===== config.mk =====
export PLATFORM = sky130hd
export DESIGN_NAME = alu_ctrl_seq
export DESIGN_NICKNAME = d
export VERILOG_FILES = /design/src/rtl/alu_ctrl_seq.sv
export SDC_FILE = /design/constraint.sdc
export NUM_CORES = 1
export LEC_CHECK = 0
export ABC_AREA = 1
export CAP_MARGIN = 5
export CORE_ASPECT_RATIO = 1.75
export CORE_MARGIN = 4
export CORE_UTILIZATION = 39
export CTS_CLUSTER_DIAMETER = 40
export DETAILED_ROUTE_END_ITERATION = 16
export MAX_ROUTING_LAYER = met4
export PLACE_DENSITY = 0.79
export SETUP_SLACK_MARGIN = 0.4
export SLEW_MARGIN = 20
export SYNTH_ARGS = -nofsm -noshare
export SYNTH_HDL_FRONTEND = slang
export SYNTH_SLANG_ARGS = --single-unit

===== constraint.sdc =====
create_clock -name clk -period 1.5 [get_ports clk]
set_input_delay 0.225 -clock clk [delete_from_list [all_inputs] [get_ports clk]]
set_output_delay 0.225 -clock clk [all_outputs]
set_load 0.01 [all_outputs]

===== src/rtl/alu_ctrl_seq.sv =====
// alu_ctrl_seq: sequencer that decodes an ALU request, drives operands and
// control onto an external combinational 32-bit ALU, waits SETTLE_CYCLES,
// then captures the result and presents it on a valid/ready response port.
//
// Optional feature macro: ALU_ILLEGAL_TRAP_EN
//   defined   : an unknown R-type funct bypasses EXEC and returns a trapped
//               response (rsp_illegal=1, rsp_result=0, rsp_zero=1) one cycle
//               after acceptance.
//   undefined : an unknown funct decodes as ADD; rsp_illegal is tied to 0.
//
// FSM states
//   state   | meaning
//   IDLE    | req_ready=1, waiting for req_valid
//   EXEC    | operands/control held on the ALU, settle counter running
//   RESP    | rsp_valid=1, response held until rsp_ready

module alu_ctrl_seq #(
    parameter int SETTLE_CYCLES = 2
) (
    input  logic        clk,
    input  logic        reset,
    input  logic        req_valid,
    output logic        req_ready,
    input  logic [1:0]  req_alu_op,
    input  logic [5:0]  req_funct,
    input  logic [31:0] req_a,
    input  logic [31:0] req_b,
    output logic [3:0]  alu_control,
    output logic [31:0] alu_a,
    output logic [31:0] alu_b,
    input  logic [31:0] alu_result,
    output logic        rsp_valid,
    input  logic        rsp_ready,
    output logic [31:0] rsp_result,
    output logic        rsp_zero,
    output logic        rsp_illegal
);

    // Counter is loaded with SETTLE_CYCLES-1 at acceptance so that the
    // capture edge lands exactly SETTLE_CYCLES edges after acceptance.
    localparam logic [3:0] CNT_LOAD = 4'(SETTLE_CYCLES - 1);

    localparam logic [3:0] CTL_AND = 4'b0000;
    localparam logic [3:0] CTL_OR  = 4'b0001;
    localparam logic [3:0] CTL_ADD = 4'b0010;
    localparam logic [3:0] CTL_SUB = 4'b0110;
    localparam logic [3:0] CTL_SLT = 4'b0111;
    localparam logic [3:0] CTL_NOR = 4'b1100;

    typedef enum logic [1:0] {
        ST_IDLE = 2'd0,
        ST_EXEC = 2'd1,
        ST_RESP = 2'd2
    } state_t;

    state_t      r_state;
    logic [3:0]  r_cnt;
    logic        r_req_ready;
    logic [3:0]  r_alu_control;
    logic [31:0] r_alu_a;
    logic [31:0] r_alu_b;
    logic        r_rsp_valid;
    logic [31:0] r_rsp_result;
    logic        r_rsp_zero;
`ifdef ALU_ILLEGAL_TRAP_EN
    logic        r_rsp_illegal;
    logic        w_dec_illegal;
`endif
    logic [3:0]  w_dec_ctrl;

    // Decode the request's alu_op/funct into the 4-bit ALU control code.
    always_comb begin
        w_dec_ctrl = CTL_ADD;
`ifdef ALU_ILLEGAL_TRAP_EN
        w_dec_illegal = 1'b0;
`endif
        case (req_alu_op)
            2'b00: w_dec_ctrl = CTL_ADD;
            2'b01: w_dec_ctrl = CTL_SUB;
            2'b11: w_dec_ctrl = CTL_OR;
            default: begin
                case (req_funct)
                    6'b100100: w_dec_ctrl = CTL_AND;
                    6'b100101: w_dec_ctrl = CTL_OR;
                    6'b100000: w_dec_ctrl = CTL_ADD;
                    6'b100010: w_dec_ctrl = CTL_SUB;
                    6'b101010: w_dec_ctrl = CTL_SLT;
                    6'b100111: w_dec_ctrl = CTL_NOR;
                    default: begin
                        // Unknown funct falls back to ADD; flagged only when trapping.
                        w_dec_ctrl = CTL_ADD;
`ifdef ALU_ILLEGAL_TRAP_EN
                        w_dec_illegal = 1'b1;
`endif
                    end
                endcase
            end
        endcase
    end

    // Control FSM with registered handshake, ALU drive and response outputs.
    always_ff @(posedge clk) begin
        if (reset) begin
            r_state       <= ST_IDLE;
            r_cnt         <= 4'd0;
            r_req_ready   <= 1'b1;
            r_alu_control <= 4'b0000;
            r_alu_a       <= 32'd0;
            r_alu_b       <= 32'd0;
            r_rsp_valid   <= 1'b0;
            r_rsp_result  <= 32'd0;
            r_rsp_zero    <= 1'b0;
`ifdef ALU_ILLEGAL_TRAP_EN
            r_rsp_illegal <= 1'b0;
`endif
        end else begin
            case (r_state)
                ST_IDLE: begin
                    if (req_valid) begin
                        r_alu_a     <= req_a;
                        r_alu_b     <= req_b;
                        r_req_ready <= 1'b0;
`ifdef ALU_ILLEGAL_TRAP_EN
                        if (w_dec_illegal) begin
                            // Trapped request never touches the ALU result.
                            r_alu_control <= 4'b0000;
                            r_rsp_result  <= 32'd0;
                            r_rsp_zero    <= 1'b1;
                            r_rsp_illegal <= 1'b1;
                            r_rsp_valid   <= 1'b1;
                            r_state       <= ST_RESP;
                        end else begin
                            r_alu_control <= w_dec_ctrl;
                            r_cnt         <= CNT_LOAD;
                            r_state       <= ST_EXEC;
                        end
`else
                        r_alu_control <= w_dec_ctrl;
                        r_cnt         <= CNT_LOAD;
                        r_state       <= ST_EXEC;
`endif
                    end
                end
                ST_EXEC: begin
                    if (r_cnt == 4'd0) begin
                        r_rsp_result <= alu_result;
                        r_rsp_zero   <= (alu_result == 32'd0);
`ifdef ALU_ILLEGAL_TRAP_EN
                        r_rsp_illegal <= 1'b0;
`endif
                        r_rsp_valid  <= 1'b1;
                        r_state      <= ST_RESP;
                    end else begin
                        r_cnt <= r_cnt - 4'd1;
                    end
                end
                ST_RESP: begin
                    if (rsp_ready) begin
                        r_rsp_valid <= 1'b0;
                        r_req_ready <= 1'b1;
                        r_state     <= ST_IDLE;
                    end
                end
                default: begin
                    r_rsp_valid <= 1'b0;
                    r_req_ready <= 1'b1;
                    r_state     <= ST_IDLE;
                end
            endcase
        end
    end

    assign req_ready   = r_req_ready;
    assign alu_control = r_alu_control;
    assign alu_a       = r_alu_a;
    assign alu_b       = r_alu_b;
    assign rsp_valid   = r_rsp_valid;
    assign rsp_result  = r_rsp_result;
    assign rsp_zero    = r_rsp_zero;
`ifdef ALU_ILLEGAL_TRAP_EN
    assign rsp_illegal = r_rsp_illegal;
`else
    assign rsp_illegal = 1'b0;
`endif

endmodule

* Word level (Yosys, flattened, before mapping)
Cells that the tools add are included.
** Word-level totals
- Register bits :: 109
- Input port bits :: 108
- Logic and storage cells :: 51
** Operators by class
- $add $sub $neg :: 1
- Equal/unequal tests :: 13
- Mux-type cells :: 15
- Bitwise logic cells :: 2
- Reduce and logical (&&, ||, !) cells :: 11
** Operators by type and width (count)
- $logic_not 32->1 :: 1
- $eq 6x6->1 const B :: 5
- $pmux 4 s5 :: 1
- $pmux 4 s3 :: 1
- $reduce_and 3->1 :: 4
- $mux 4 :: 2
- $ne 2x2->1 const B :: 4
- $pmux 4 s2 :: 1
- $mux 2 :: 3
- $pmux 1 s3 :: 2
- $pmux 2 s3 :: 1
- $eq 2x1->1 const B :: 2
- $eq 2x2->1 const B :: 2
- $logic_not 2->1 :: 2
- $logic_not 4->1 :: 1
- $mux 1 :: 4
- $reduce_and 2->1 :: 2
- $sub 4x1->4 const B :: 1
- $not 1->1 :: 2
- $reduce_bool 2->1 :: 1

* Depth between registers and ports, before layout
- Word-level depth :: 3
- Gate-level depth with buffers :: 8
- Gate-level depth less buffers :: 8

* Worst setup path after synthesis
No wires, ideal clock.
- Path type :: flip-flop to flip-flop
- From :: register r_cnt[0]
- To :: register r_rsp_result[23] (netlist: rsp_result[23])
- Arrival :: 1.098 ns
- Data required time :: 1.384 ns
- Path slack :: 0.287 ns
- Cell stages (with the launch flop) :: 9
- Path buffers :: 1
- Cell sequence :: dfxtp_1 inv_1 ha_1 nand2_1 nor2_4 inv_2 buf_4 nor2_1 nor2_1
** Between the ends
- Word-level cells in the longest chain between the ends :: 2
** RTL lines
- start, declared :: RTL line 57 : logic [3:0] r_cnt;
- start signal, assigned :: RTL line 154 : r_cnt <= r_cnt - 4'd1;
- $logic_not 4->1 :: RTL line 145 : if (r_cnt == 4'd0) begin
- $reduce_and 2->1 (no source line)
- end signal, assigned :: RTL line 146 : r_rsp_result <= alu_result;
- end, declared :: RTL line 63 : logic [31:0] r_rsp_result;
No other way between the ends.
A chain may end at the register's enable or synchronous reset.

* Worst setup path in the final report
- From :: input req_valid
- To :: register r_alu_b[27] (netlist: alu_b[27])
** Between the ends
- Word-level cells in the longest chain between the ends :: 1
** RTL lines
- start, declared :: RTL line 22 : input logic req_valid,
- $reduce_and 2->1 (no source line)
- end signal, assigned :: RTL line 121 : r_alu_b <= req_b;
- end, declared :: RTL line 61 : logic [31:0] r_alu_b;
No other way between the ends.

==> results.txt <==
The flow ran to the end, and the final reports show no timing, DRC or antenna violations. The share of the synthesized area in the top cell type came out at 53.5%. The area growth from synthesis to final layout is 61.9%. The delay of the slowest critical-path stage came out at 0.51 ns.

Overall power consumption after layout is estimated at 7.90 mW. The commonest non-fill, non-tap cell in the layout is sky130_fd_sc_hd__nor2_1. The worst setup path is launched from an input port. The total via count after detailed routing is 4393. Among all stages on the critical path, the largest delay is contributed by sky130_fd_sc_hd__clkdlybuf4s50_1. The clock passes through at most 2 buffers. The number of slew-limit violations in the final report came out at 0.

The pre-antenna-repair detailed-routing pass consisted of 4 iterations. The power density over the cells is 1190 nW/um2. The library cell with the largest summed area after synthesis is sky130_fd_sc_hd__dfxtp_1. The clock period minus final worst setup slack is 1.27 ns. The number of rows created at floorplan is 49. The starting density of the core is 39.9%. The number of antenna-violating nets in the routed design came out at 0.

The worst-path maximum fanout came out at 7. STA classifies the critical path endpoint as a flop. The kind of cell with the highest combined delay along the critical path is buffers and inverters. The TritonCTS clock tree is done.

The placeable core area came out at 10200 um2. Setup repair after global routing could not meet its margin everywhere. The total area of sequential cells came out at 2210 um2. Based on the critical path, the design can be clocked at up to 0.788 GHz. The fill cell instance count of the final layout is 879. The die outline height is 143 um. The cell area after layout is 6610 um2. The total number of yosys warnings is 0. By area the synthesized netlist is led by sky130_fd_sc_hd__dfxtp_1 (53%), sky130_fd_sc_hd__nor2_1 (21%), sky130_fd_sc_hd__o21ai_0 (11%), sky130_fd_sc_hd__nand2_1 (2.8%), sky130_fd_sc_hd__buf_2 (2.2%). The area taken by multi-input logic gates is 1810 um2.

The final number of setup-violating endpoints came out at 0. The synthesized netlist net count is 652. The final net count is 869. The gate count after technology mapping came out at 542. The summed instance area of the synthesized netlist came out at 4080 um2.

In this run the number of H-tree levels came out at 3. The routed wire length came out at 14000 um. The count of endpoints failing hold in the final timing report came to 0. The standard cell area after detailed placement came out at 6280 um2. The count of buffer and inverter cells on the critical path came out at 4. The critical path goes through clkdlybuf4s50_1, nand2_8, clkinv_8, buf_4, buf_4, nor2_1, nor2_1. The type of the worst setup path is in -> reg. The sequential area share after synthesis came out at 53.5%. The clock latency reported for the late side of the worst-skew pair is 0.34 ns. The clock-pin slew on the worst setup and hold paths came out at 0.07 ns. The clock sink count is 109. Dividing the detail-routed via count by the number of cells gives 4.94. The worst hold path belongs to the class reg -> reg.

The max-cap violation count came out at 0. Input and output buffers added on the ports amount to 210. The overall die area is 12200 um2.

The clock tree skew after final layout came out at 0.00903 ns. The sum of negative setup slack came out at 0 ns. The library cells used most frequently in the layout, excluding fill and tap cells, are sky130_fd_sc_hd__nor2_1 (219), sky130_fd_sc_hd__clkdlybuf4s50_1 (107), sky130_fd_sc_hd__buf_2 (102), sky130_fd_sc_hd__dfxtp_1 (88), sky130_fd_sc_hd__o21ai_0 (44). The share of the clock period used by the worst path after layout came out at 84.7%. Entering global routing, the biggest net connects 53 pins.

The flip-flop and latch count after synthesis came out at 109. From left edge to right edge, the die measures 85.3 um. The overall routing resource usage came out at 21.0%. The endpoint arrival time on the critical path is 1.50 ns. Detailed placement ended at an HPWL of 9400 um.

The post-synthesis average cell area came out at 7.53 um2. The critical path required time came out at 1.73 ns. The distinct cell type count of the synthesized netlist came out at 23.

The tree is rooted in a sky130_fd_sc_hd__clkbuf_16. During I/O placement, the number of pins put on the boundary was 212. Dividing the detail-routed wire length by the instance count gives 15.7 um. The first-pass GRT wire length is 19900 um. The total DRC errors in the routed layout is 0.

The static power due to leakage is 3.02 nW. The violation count after the first detailed-route iteration is 137. The fraction of final layout cells with drive strength greater than 1 came out at 27.9%.

The number of global-route vias before repair is 4233. IR analysis of the VDD net gives a maximum drop of 0.779 mV. The number of antenna violations at the first check in global routing is 0.

Global routing finished with a remaining overflow of 0. The end-of-flow core utilization came out at 64.5%. The number of inserted diodes is 0.

The number of clock buffers inserted by TritonCTS is 9. The weighted congestion reported at the end of routability-driven placement came out at 0.847.
cell type report:
cell class | count | share of cell area [%]
clock inverters | 4 | 0.738
flip-flops and latches | 109 | 33.5
repair buffers | 239 | 31.0
well taps | 127 | 2.40
clock buffers | 11 | 3.67
multi-input cells | 385 | 27.4
inverters | 15 | 1.27
logic make-up after synthesis:
family | after synthesis | synth area share [%]
AOI/OAI and AO/OA | 110 | 13.5
adders and majority gates | 2 | 0.613
buffers and inverters | 48 | 6.44
DFF | 109 | 53.5
other | 1 | 0.0919
and+or+nand+nor | 272 | 25.9
worst reg2reg max path, cell delays in order, from the launching register on:
cell                        delay (ns)
sky130_fd_sc_hd__dfxtp_2          0.35
sky130_fd_sc_hd__inv_2            0.06
sky130_fd_sc_hd__ha_4             0.16
sky130_fd_sc_hd__nand2_4          0.06
sky130_fd_sc_hd__nor2_4           0.05
sky130_fd_sc_hd__buf_6            0.13
sky130_fd_sc_hd__clkbuf_16        0.15
sky130_fd_sc_hd__o21ai_0          0.15
sky130_fd_sc_hd__nor2_1           0.05
timing repair:
action / in CTS / in global routing
gates resized for setup: 445 / 93
cloned: 2 / 7
buffers inserted: 1 / 9
hold buffers: 0 / 0
pin swaps: 3 / 13
setup endpoints to repair: 211 / 111
synthesized netlist by cell type (all sizes together):
cell    instances
dfxtp         109
clkbuf          5
ha              2
nor3            1
nand4           1
nand3b          1
or2             2
nor2          228
buf            28
nand2          32
a21oi           8
nand3           7
conb            1
inv            15
o21ai         102
registers in the layout, summed over array words and instances (netlist names):
name,count
r_cnt,4
req_ready,1
alu_b,32
alu_a,32
alu_control,4
rsp_zero,1
r_state,2
rsp_result,32
rsp_valid,1
path summary, 6_finish.rpt:
| kind | start | endpoint | slack (ns) | depth (start not counted) |
|---|---|---|---|---|
| hold / removal | alu_control[0]$_SDFFE_PP0P_ | alu_control[0]$_SDFFE_PP0P_ | 0.45 | 2 |
| setup / recovery | req_valid | alu_b[27]$_SDFFE_PP0P_ | 0.23 | 7 |
| setup reg to reg | r_cnt[1]$_SDFFE_PP0P_ | rsp_result[20]$_SDFFE_PP0P_ | 0.24 | 8 |
| hold reg to reg | alu_control[0]$_SDFFE_PP0P_ | alu_control[0]$_SDFFE_PP0P_ | 0.45 | 2 |
report_power, final:
part / internal, mW / switching (mW)
clock network: 1.33 / 1.02
logic: 1.02 / 1.09
registers: 3.25 / 0.181
through the flow:
stage,std cells,hold slack (ns),setup WS [ns]
final,890,0.446,0.230
after global routing,890,0.457,0.176
after CTS,874,0.449,0.264
after detailed placement,856,0.438,0.00432
after global placement,856,0.443,0.0584
after floorplan,542,0.341,0.338
metal layers:
layer | GRT usage, % | vias up | wire length, um
met1 | 20.9 | 2017 | 5090
met5 | - | - | 0
li1 | - | 2151 | -
met2 | 38.0 | 193 | 7470
met4 | 9.42 | 0 | 486
met3 | 5.34 | 32 | 945
(Power assumes the default switching activity.)
